[config.mk]
export PLATFORM = sky130hd
export DESIGN_NAME = blink_gen
export DESIGN_NICKNAME = d
export VERILOG_FILES = /design/src/rtl/blink_pkg.sv /design/src/rtl/blink_channel.sv /design/src/rtl/blink_gen.sv
export SDC_FILE = /design/constraint.sdc
export NUM_CORES = 1
export LEC_CHECK = 0
export ABC_CLOCK_PERIOD_IN_PS = 5500
export CAP_MARGIN = 25
export CORE_UTILIZATION = 52
export DETAILED_ROUTE_END_ITERATION = 10
export DONT_BUFFER_PORTS = 1
export PLACE_DENSITY = 0.77
export SYNTH_ARGS = -nofsm -noshare
export SYNTH_HDL_FRONTEND = slang
export SYNTH_HIERARCHICAL = 1
export SYNTH_SLANG_ARGS = --single-unit
[constraint.sdc]
create_clock -name clk -period 5.5 [get_ports clk]
set_input_delay 1.1 -clock clk [delete_from_list [all_inputs] [get_ports clk]]
set_output_delay 1.1 -clock clk [all_outputs]
set_load 0.01 [all_outputs]
[src/rtl/blink_pkg.sv]
// Shared types and constants for the LED blink/pulse generator.
package blink_pkg;

    typedef enum logic [1:0] {
        OFF   = 2'b00,
        ON    = 2'b01,
        BLINK = 2'b10,
        PULSE = 2'b11
    } mode_e;

    localparam int CNT_W_DEF    = 26;
    localparam int HALF_SEC_50M = 25_000_000;

endpackage

[src/rtl/blink_channel.sv]
// One LED channel: OFF/ON/BLINK/PULSE with a shared half-period counter.
module blink_channel
    import blink_pkg::*;
#(
    parameter int CNT_W = CNT_W_DEF
) (
    input  logic             clk,
    input  logic             rst,
    input  logic [1:0]       mode,
    input  logic [CNT_W-1:0] half_period,
    input  logic             trig,
    output logic             led,
    output logic             busy
);

    logic [CNT_W-1:0] cnt_q, cnt_d;
    logic [CNT_W-1:0] hp_m1;
    mode_e            mode_in;
    mode_e            mode_q, mode_d;
    logic             trig_q, trig_d;
    logic             led_q, led_d;
    logic             busy_q, busy_d;
    logic             wrap;
    logic             rise;

    always_comb begin
        mode_in = mode_e'(mode);
        hp_m1   = (half_period == '0) ? '0 : half_period - CNT_W'(1);
        // >= rather than == so a shrinking half-period never overruns
        wrap    = (cnt_q >= hp_m1);
        rise    = trig & ~trig_q;

        cnt_d   = cnt_q;
        led_d   = led_q;
        busy_d  = busy_q;
        mode_d  = mode_in;
        trig_d  = trig;

        if (mode_in != mode_q) begin
            cnt_d  = '0;
            busy_d = 1'b0;
            led_d  = (mode_in == ON) || (mode_in == BLINK);
        end else begin
            unique case (mode_in)
                OFF: begin
                    cnt_d  = '0;
                    led_d  = 1'b0;
                    busy_d = 1'b0;
                end
                ON: begin
                    cnt_d  = '0;
                    led_d  = 1'b1;
                    busy_d = 1'b0;
                end
                BLINK: begin
                    busy_d = 1'b0;
                    if (wrap) begin
                        cnt_d = '0;
                        led_d = ~led_q;
                    end else begin
                        cnt_d = cnt_q + CNT_W'(1);
                    end
                end
                PULSE: begin
                    if (rise) begin
                        cnt_d  = '0;
                        led_d  = 1'b1;
                        busy_d = 1'b1;
                    end else if (busy_q) begin
                        if (wrap) begin
                            cnt_d  = '0;
                            led_d  = 1'b0;
                            busy_d = 1'b0;
                        end else begin
                            cnt_d = cnt_q + CNT_W'(1);
                        end
                    end else begin
                        cnt_d = '0;
                        led_d = 1'b0;
                    end
                end
                default: begin
                    cnt_d  = '0;
                    led_d  = 1'b0;
                    busy_d = 1'b0;
                end
            endcase
        end
    end

    always_ff @(posedge clk) begin
        if (rst) begin
            cnt_q  <= '0;
            mode_q <= OFF;
            trig_q <= 1'b0;
            led_q  <= 1'b0;
            busy_q <= 1'b0;
        end else begin
            cnt_q  <= cnt_d;
            mode_q <= mode_d;
            trig_q <= trig_d;
            led_q  <= led_d;
            busy_q <= busy_d;
        end
    end

    assign led  = led_q;
    assign busy = busy_q;

endmodule

[src/rtl/blink_gen.sv]
// Array of independent LED blink/pulse channels.
module blink_gen
    import blink_pkg::*;
#(
    parameter int N_CH  = 4,
    parameter int CNT_W = CNT_W_DEF
) (
    input  logic                  clk,
    input  logic                  rst,
    input  logic [2*N_CH-1:0]     mode,
    input  logic [CNT_W*N_CH-1:0] half_period,
    input  logic [N_CH-1:0]       trig,
    output logic [N_CH-1:0]       led,
    output logic [N_CH-1:0]       busy
);

    for (genvar i = 0; i < N_CH; i++) begin : g_ch
        blink_channel #(
            .CNT_W (CNT_W)
        ) u_ch (
            .clk         (clk),
            .rst         (rst),
            .mode        (mode[2*i +: 2]),
            .half_period (half_period[CNT_W*i +: CNT_W]),
            .trig        (trig[i]),
            .led         (led[i]),
            .busy        (busy[i])
        );
    end

endmodule

# Word-level counts from Yosys, hierarchy flattened
# Cells that the tools add are included.
[op_classes] bitwise_logic=12 add_sub_neg=8 order_cmp=4 eq_ne=24 n_shift=0 n_reduce_logical=28 n_div=0 n_mux=60 mul=0
[op_table] operator="$mux 26" count=16
[op_table] operator="$pmux 26 s3" count=4
[op_table] operator="$add 26x1->26 const B" count=4
[op_table] operator="$ge 26x26->1" count=4
[op_table] operator="$logic_not 26->1" count=4
[op_table] operator="$sub 26x1->26 const B" count=4
[op_table] operator="$mux 1" count=32
[op_table] operator="$ne 5x5->1 const B" count=4
[op_table] operator="$eq 2x2->1 const B" count=8
[op_table] operator="$pmux 1 s4" count=4
[op_table] operator="$reduce_or 2->1" count=8
[op_table] operator="$ne 3x1->1 const B" count=4
[op_table] operator="$reduce_or 3->1" count=4
[op_table] operator="$eq 2x1->1 const B" count=4
[op_table] operator="$logic_not 2->1" count=4
[op_table] operator="$ne 2x2->1" count=4
[op_table] operator="$not 1->1" count=8
[op_table] operator="$pmux 1 s2" count=4
[op_table] operator="$reduce_and 2->1" count=4
[op_table] operator="$and 1x1->1" count=4
[op_table] operator="$logic_or 1x1->1" count=4
[word_totals] word_cells=156 rom_bits=0 output_inout_bits=8 mem_bits_rw=0 latch_bits=0 in_bits=118 regBits=124 n_memories=0

# Logic depth before layout (Yosys ltp)
[depth] ltp_word=8 depth_mapped=17 mapped_depth_nobuf=14

# Modules after synthesis
# The synthesis kept the hierarchy.
[by_module_without_submodules] module="blink_channel at g_ch[1].u_ch ..." n_inst=2 area_each_um2=2522.4 cells_each=315 seq_area_each_um2=620.6
[by_module_without_submodules] module="blink_channel at g_ch[0].u_ch" n_inst=1 area_each_um2=2539.9 cells_each=314 seq_area_each_um2=620.6
[by_module_without_submodules] module="blink_channel at g_ch[3].u_ch" n_inst=1 area_each_um2=2493.6 cells_each=313 seq_area_each_um2=620.6

# Worst setup path after synthesis
# OpenSTA, ideal clock, no wires.
[synth_timing] kind="input port to flip-flop" startpoint="input half_period[91]" endpoint="register g_ch[3].u_ch.cnt_q[22]" t_arrival_ns=4.964 setup_slack_ns=0.471 t_required_ns=5.435 path_buffers=4 cell_stages=15 cell_sequence="or4_4 > or4_1 > or4_1 > clkbuf_2 > or3_1 > buf_6 > buf_6 > nand2_1 > ha_1 > a211oi_1 > nor2_1 > o41ai_1 > nand4_1 > clkbuf_1 > nor2_1"
[synth_between] elab_chain_len=7
[synth_rtl] element="start, declared" line_no="blink_gen.sv:11" source="input logic [CNT_W*N_CH-1:0] half_period,"
[synth_rtl] element="$sub 26x1->26 / $logic_not 26->1 (equally long branches)" line_no="blink_channel.sv:28" source="hp_m1 = (half_period == '0) ? '0 : half_period - CNT_W'(1);"
[synth_rtl] element="$mux 26 (*)" line_no="blink_channel.sv:28"
[synth_rtl] element="$ge 26x26->1 (*)" line_no="blink_channel.sv:30" source="wrap = (cnt_q >= hp_m1);"
[synth_rtl] element="$mux 26 (*)" line_no="blink_channel.sv:57, blink_channel.sv:70"
[synth_rtl] element="$mux 26" line_no="blink_channel.sv:69" source="end else if (busy_q) begin"
[synth_rtl] element="$mux 26" line_no="blink_channel.sv:65" source="if (rise) begin"
[synth_rtl] element="$pmux 26 s3 (*)" line_no="blink_channel.sv:44" source="unique case (mode_in)"
[synth_rtl] element="end signal, assigned" line_no="blink_channel.sv:99" source="cnt_q <= cnt_d;"
[synth_rtl] element="end, declared" line_no="blink_channel.sv:16" source="logic [CNT_W-1:0] cnt_q, cnt_d;"
# Every way passes the cells marked *; elsewhere a longest branch is shown, timed or not.
# A chain may end at the register's enable or synchronous reset.

# Worst setup path after layout
[layout_timing] startpoint="input half_period[91]" endpoint="register g_ch[3].u_ch.cnt_q[12]"
# Same word-level chain as after synthesis.

==> metrics.md <==
| Metric | Value |
|---|---|
| Top Ports | 126 |
| Number of global-route vias before repair | between 8000 and 9000 |
| Worst-Skew Late Latency | 410 ps |
| Die area | 19900 sq um |
| CTS buffer count | 17 |
| Total wire length | 20300 um |
| Max-slew violations | 0 |
| Tcrit/Tclk final | 0.864 |
| Post-Syn Nets | roughly 1500 |
| H-tree Lvls | 4 |
| Maximum clock rate | around 210 MHz |
| Synth Area in XOR/XNOR | 0.157 |
| Comb pwr share | 0.081 |
| Wire per inst | 13.2 um |
| Gr ovfl total | 0 |
| GPL Wtd Cong | 0.840 |
| Routed Antenna Nets | 0 |
| Synth Area in Simple Gates | 0.313 |
| CP Max Fanout | 26 |
| Pin count of the biggest net entering global routing | 27 |
| Min-delay worst type | reg2reg |
| VDD IR-drop max | around 210 uV |
| Sequential share of power | 0.408 |
| TNS Setup | 0 ps |
| Final Total Pwr | ~2300 uW |
| Synthesized-area fraction occupied by adder cells | 0.149 |
| DRC Markers | 0 |
| Via density | between 5 and 6 |
| Syn avg cell area | 8.02 sq um |
| Port Buf Inserts | 0 |
| Gate count of the mapped netlist | about 1300 |
| Sequential element share of the synthesized area | 0.246 |
| Critical path type | in2reg |
| Pwr dens | ~210 nW/um^2 |
| Inserted Diodes | 0 |
| Synth Area in Compound Gates | 0.0936 |
| Clock share of power | 0.510 |
| Starting Density | 0.535 |
| CTS tree | done |
| Clk root buf | clkbuf_16 |
| Post-layout minimum cycle time | 4750 ps |
| # setup viols final | 0 |
| Post-synth ARST share | 0 |
| GRT Resource Usage Total | 0.212 |
| Outcome | complete, no violations |
| Layout cells sized above 1 | 0.0605 |
| Clock skew | about 13 ps |
| Actual slew at the worst max-slew pin | ~700 ps |
| Initial antenna violation count | 0 |
| NetSw | about 500 uW |
| Clock Pin Slew Worst Setup and Hold Paths | 50 ps |
| Int Pwr | 1760 uW |
| Layout area overhead | 8.22% |
| Post-cts resize count | 0 |
| Worst path required time | approximately 5800 ps |
| First-pass GRT wire length | between 30000 and 40000 um |
| Arr. time, crit path | roughly 5000 ps |
| Die Ht | between 100 and 150 um |
| DR iter-0 viols | about 330 |
| Met2 Track Usage GR | 0.360 |
| Met1 GRT Util | 0.269 |
| Post-synth cell types | between 60 and 70 |
| Fin util | 0.579 |
| RSZ-0062 raised after global routing | no |
| Worst slew margin | 0.531 |
| Hold slack | just under 500 ps |
| EDFF count, synth | 0 |
| Site row count | 50 |
| Cts hold-fix bufs | 0 |
| Setup bufs post-CTS | 0 |
| CTS Buffer Depth | 2 |
| Worst setup EP type | register |
| Placed insts | 1500 |
| Routed vias | about 8500 |
| DR pass1 iterations | 5 |
| Leakage | between 0.004 and 0.005 uW |
| Mapped Area | 10100 sq um |
| GR Layer Usage met3 | 0.0455 |
| Hold_sp | g_ch[0].u_ch/cnt_q[0]$_SDFF_PP0_ |
| MaxCap Viol Count | 0 |
| Clk sinks | around 120 |
| Hpwl dp | between 15000 and 20000 um |
| Crit path launch type | input pin |
| Final cell count without fillers | approximately 1500 |
| YS warnings | 6 |
| Reg2reg start | g_ch[1].u_ch/cnt_q[0]$_SDFF_PP0_ |
| Die Wd | between 100 and 150 um |
| Final #Nets | 1497 |
| Switching share of total power | 0.220 |
| Final Hold Fails | 0 |
| Area of the core | approximately 19000 sq um |
| Dominant synthesized flop cell | dfxtp_1 |
| Seq cells post-synth | between 100 and 150 |
| Largest family of logic cells by synthesized area | simple AND/OR/NAND/NOR gates |
| Post-synthesis mux area share | 0.00708 |
| Most used routing layer | met2 |
| Worst Setup SP | half_period[91] |
-- metrics by stage --
| step | worst slack [ps] | cell area [sq um] |
|---|---|---|
| 3_3_place_gp | 440 | 10300 |
| 4_1_cts | 789 | 10900 |
| 6_report | 748 | 10900 |
| 2_1_floorplan | 471 | 10100 |
| 5_1_grt | 536 | 10900 |
| 3_5_place_dp | 364 | 10300 |
-- routing by layer --
| layer | up-vias | routed length (um) |
|---|---|---|
| li1 | 4443 | - |
| met1 | 3875 | 9720 |
| met2 | 135 | 9460 |
| met3 | 18 | 809 |
| met4 | 0 | 267 |
| met5 | - | 0 |
-- sequential cells by signal, summed over array words and instances, names as in the netlist --
name              flops
g_ch.u_ch/trig_q      4
g_ch.u_ch/mode_q      8
g_ch.u_ch/cnt_q     104
g_ch.u_ch/busy        4
g_ch.u_ch/led         4
-- power groups by stage --
stage | registers (uW) | clock network (uW) | logic (uW)
2_1_floorplan | 935 | 0 | 152
3_3_place_gp | 939 | 0 | 177
3_5_place_dp | 939 | 0 | 182
4_1_cts | 920 | 1180 | 184
5_1_grt | 920 | 1220 | 213
6_report | 919 | 1150 | 183
-- critical path: stages --
cell	delay (ps)
or4_4	530
or4_1	420
or4_2	630
nor4_1	280
xor2_1	170
nand2_1	70
ha_1	310
nand4_1	140
or4_1	570
nor2_1	110
o41ai_1	80
buf_4	150
nand4_1	80
buf_4	280
nor2_1	90
-- final cells by class --
type | instances | area [sq um]
Fill cell | 1691 | 7920
Timing Repair Buffer | 6 | 45.0
Clock inverter | 10 | 138
Multi-Input combinational cell | 1062 | 7250
Tap cell | 260 | 325
Inverter | 48 | 180
Clock buffer | 22 | 484
Sequential cell | 124 | 2480
-- Yosys cell counts (8+ instances only) --
cell type / number / area share
a21o_1: 12 / 0.0089
a21oi_1: 32 / 0.016
and3_1: 22 / 0.014
and4_1: 17 / 0.015
buf_6: 10 / 0.011
clkbuf_1: 11 / 0.0041
dfxtp_1: 124 / 0.25
ha_1: 120 / 0.15
inv_1: 48 / 0.018
nand2_1: 151 / 0.056
nand2b_1: 15 / 0.0093
nand3_1: 66 / 0.033
nand4_1: 31 / 0.019
nor2_1: 175 / 0.065
nor2b_1: 11 / 0.0068
nor3_1: 35 / 0.017
nor4_1: 23 / 0.014
o21ai_0: 25 / 0.012
or3_1: 8 / 0.0050
or4_4: 9 / 0.010
xnor2_1: 56 / 0.049
xor2_1: 125 / 0.11
-- final timing paths --
check	depth (start not counted)	end	slack [ps]
hold reg to reg	1	g_ch[0].u_ch/cnt_q[0]$_SDFF_PP0_	490
setup reg to reg	9	g_ch[1].u_ch/cnt_q[6]$_SDFF_PP0_	3180
hold / removal	1	g_ch[0].u_ch/cnt_q[0]$_SDFF_PP0_	490
setup / recovery	15	g_ch[3].u_ch/cnt_q[12]$_SDFF_PP0_	750
-- logic make-up after synthesis --
group | Yosys count
flops | 124
xor+xnor | 181
simple gates | 617
buf+inv | 71
mux | 7
compound gates | 137
fa+ha+maj | 120
-- cells in the final DEF, fill, tap and decap left out, types with 5 or more instances in the layout --
cell        synthesis  layout
a2111oi_0           6       6
a211oi_1            7       7
a21o_1             12      12
a21oi_1            32      32
a31oi_1             7       7
and2_1              5       5
and3_1             22      22
and4_1             17      17
buf_4               0       6
clkbuf_16           0      17
clkinvlp_4          0       5
dfxtp_1           124     124
ha_1              120     120
inv_1              48      48
mux2i_1             6       6
nand2_1           151     151
nand2_2             7       7
nand2b_1           15      15
nand3_1            66      66
nand4_1            31      31
nor2_1            175     175
nor2b_1            11      11
nor3_1             35      35
nor4_1             23      23
o211ai_1            5       5
o21ai_0            25      25
o22ai_1             5       5
or3_1               8       8
or4_1               7       7
or4_4               9       9
xnor2_1            56      56
xor2_1            125     125
No activity file was read; power rests on OpenSTA's default activity.
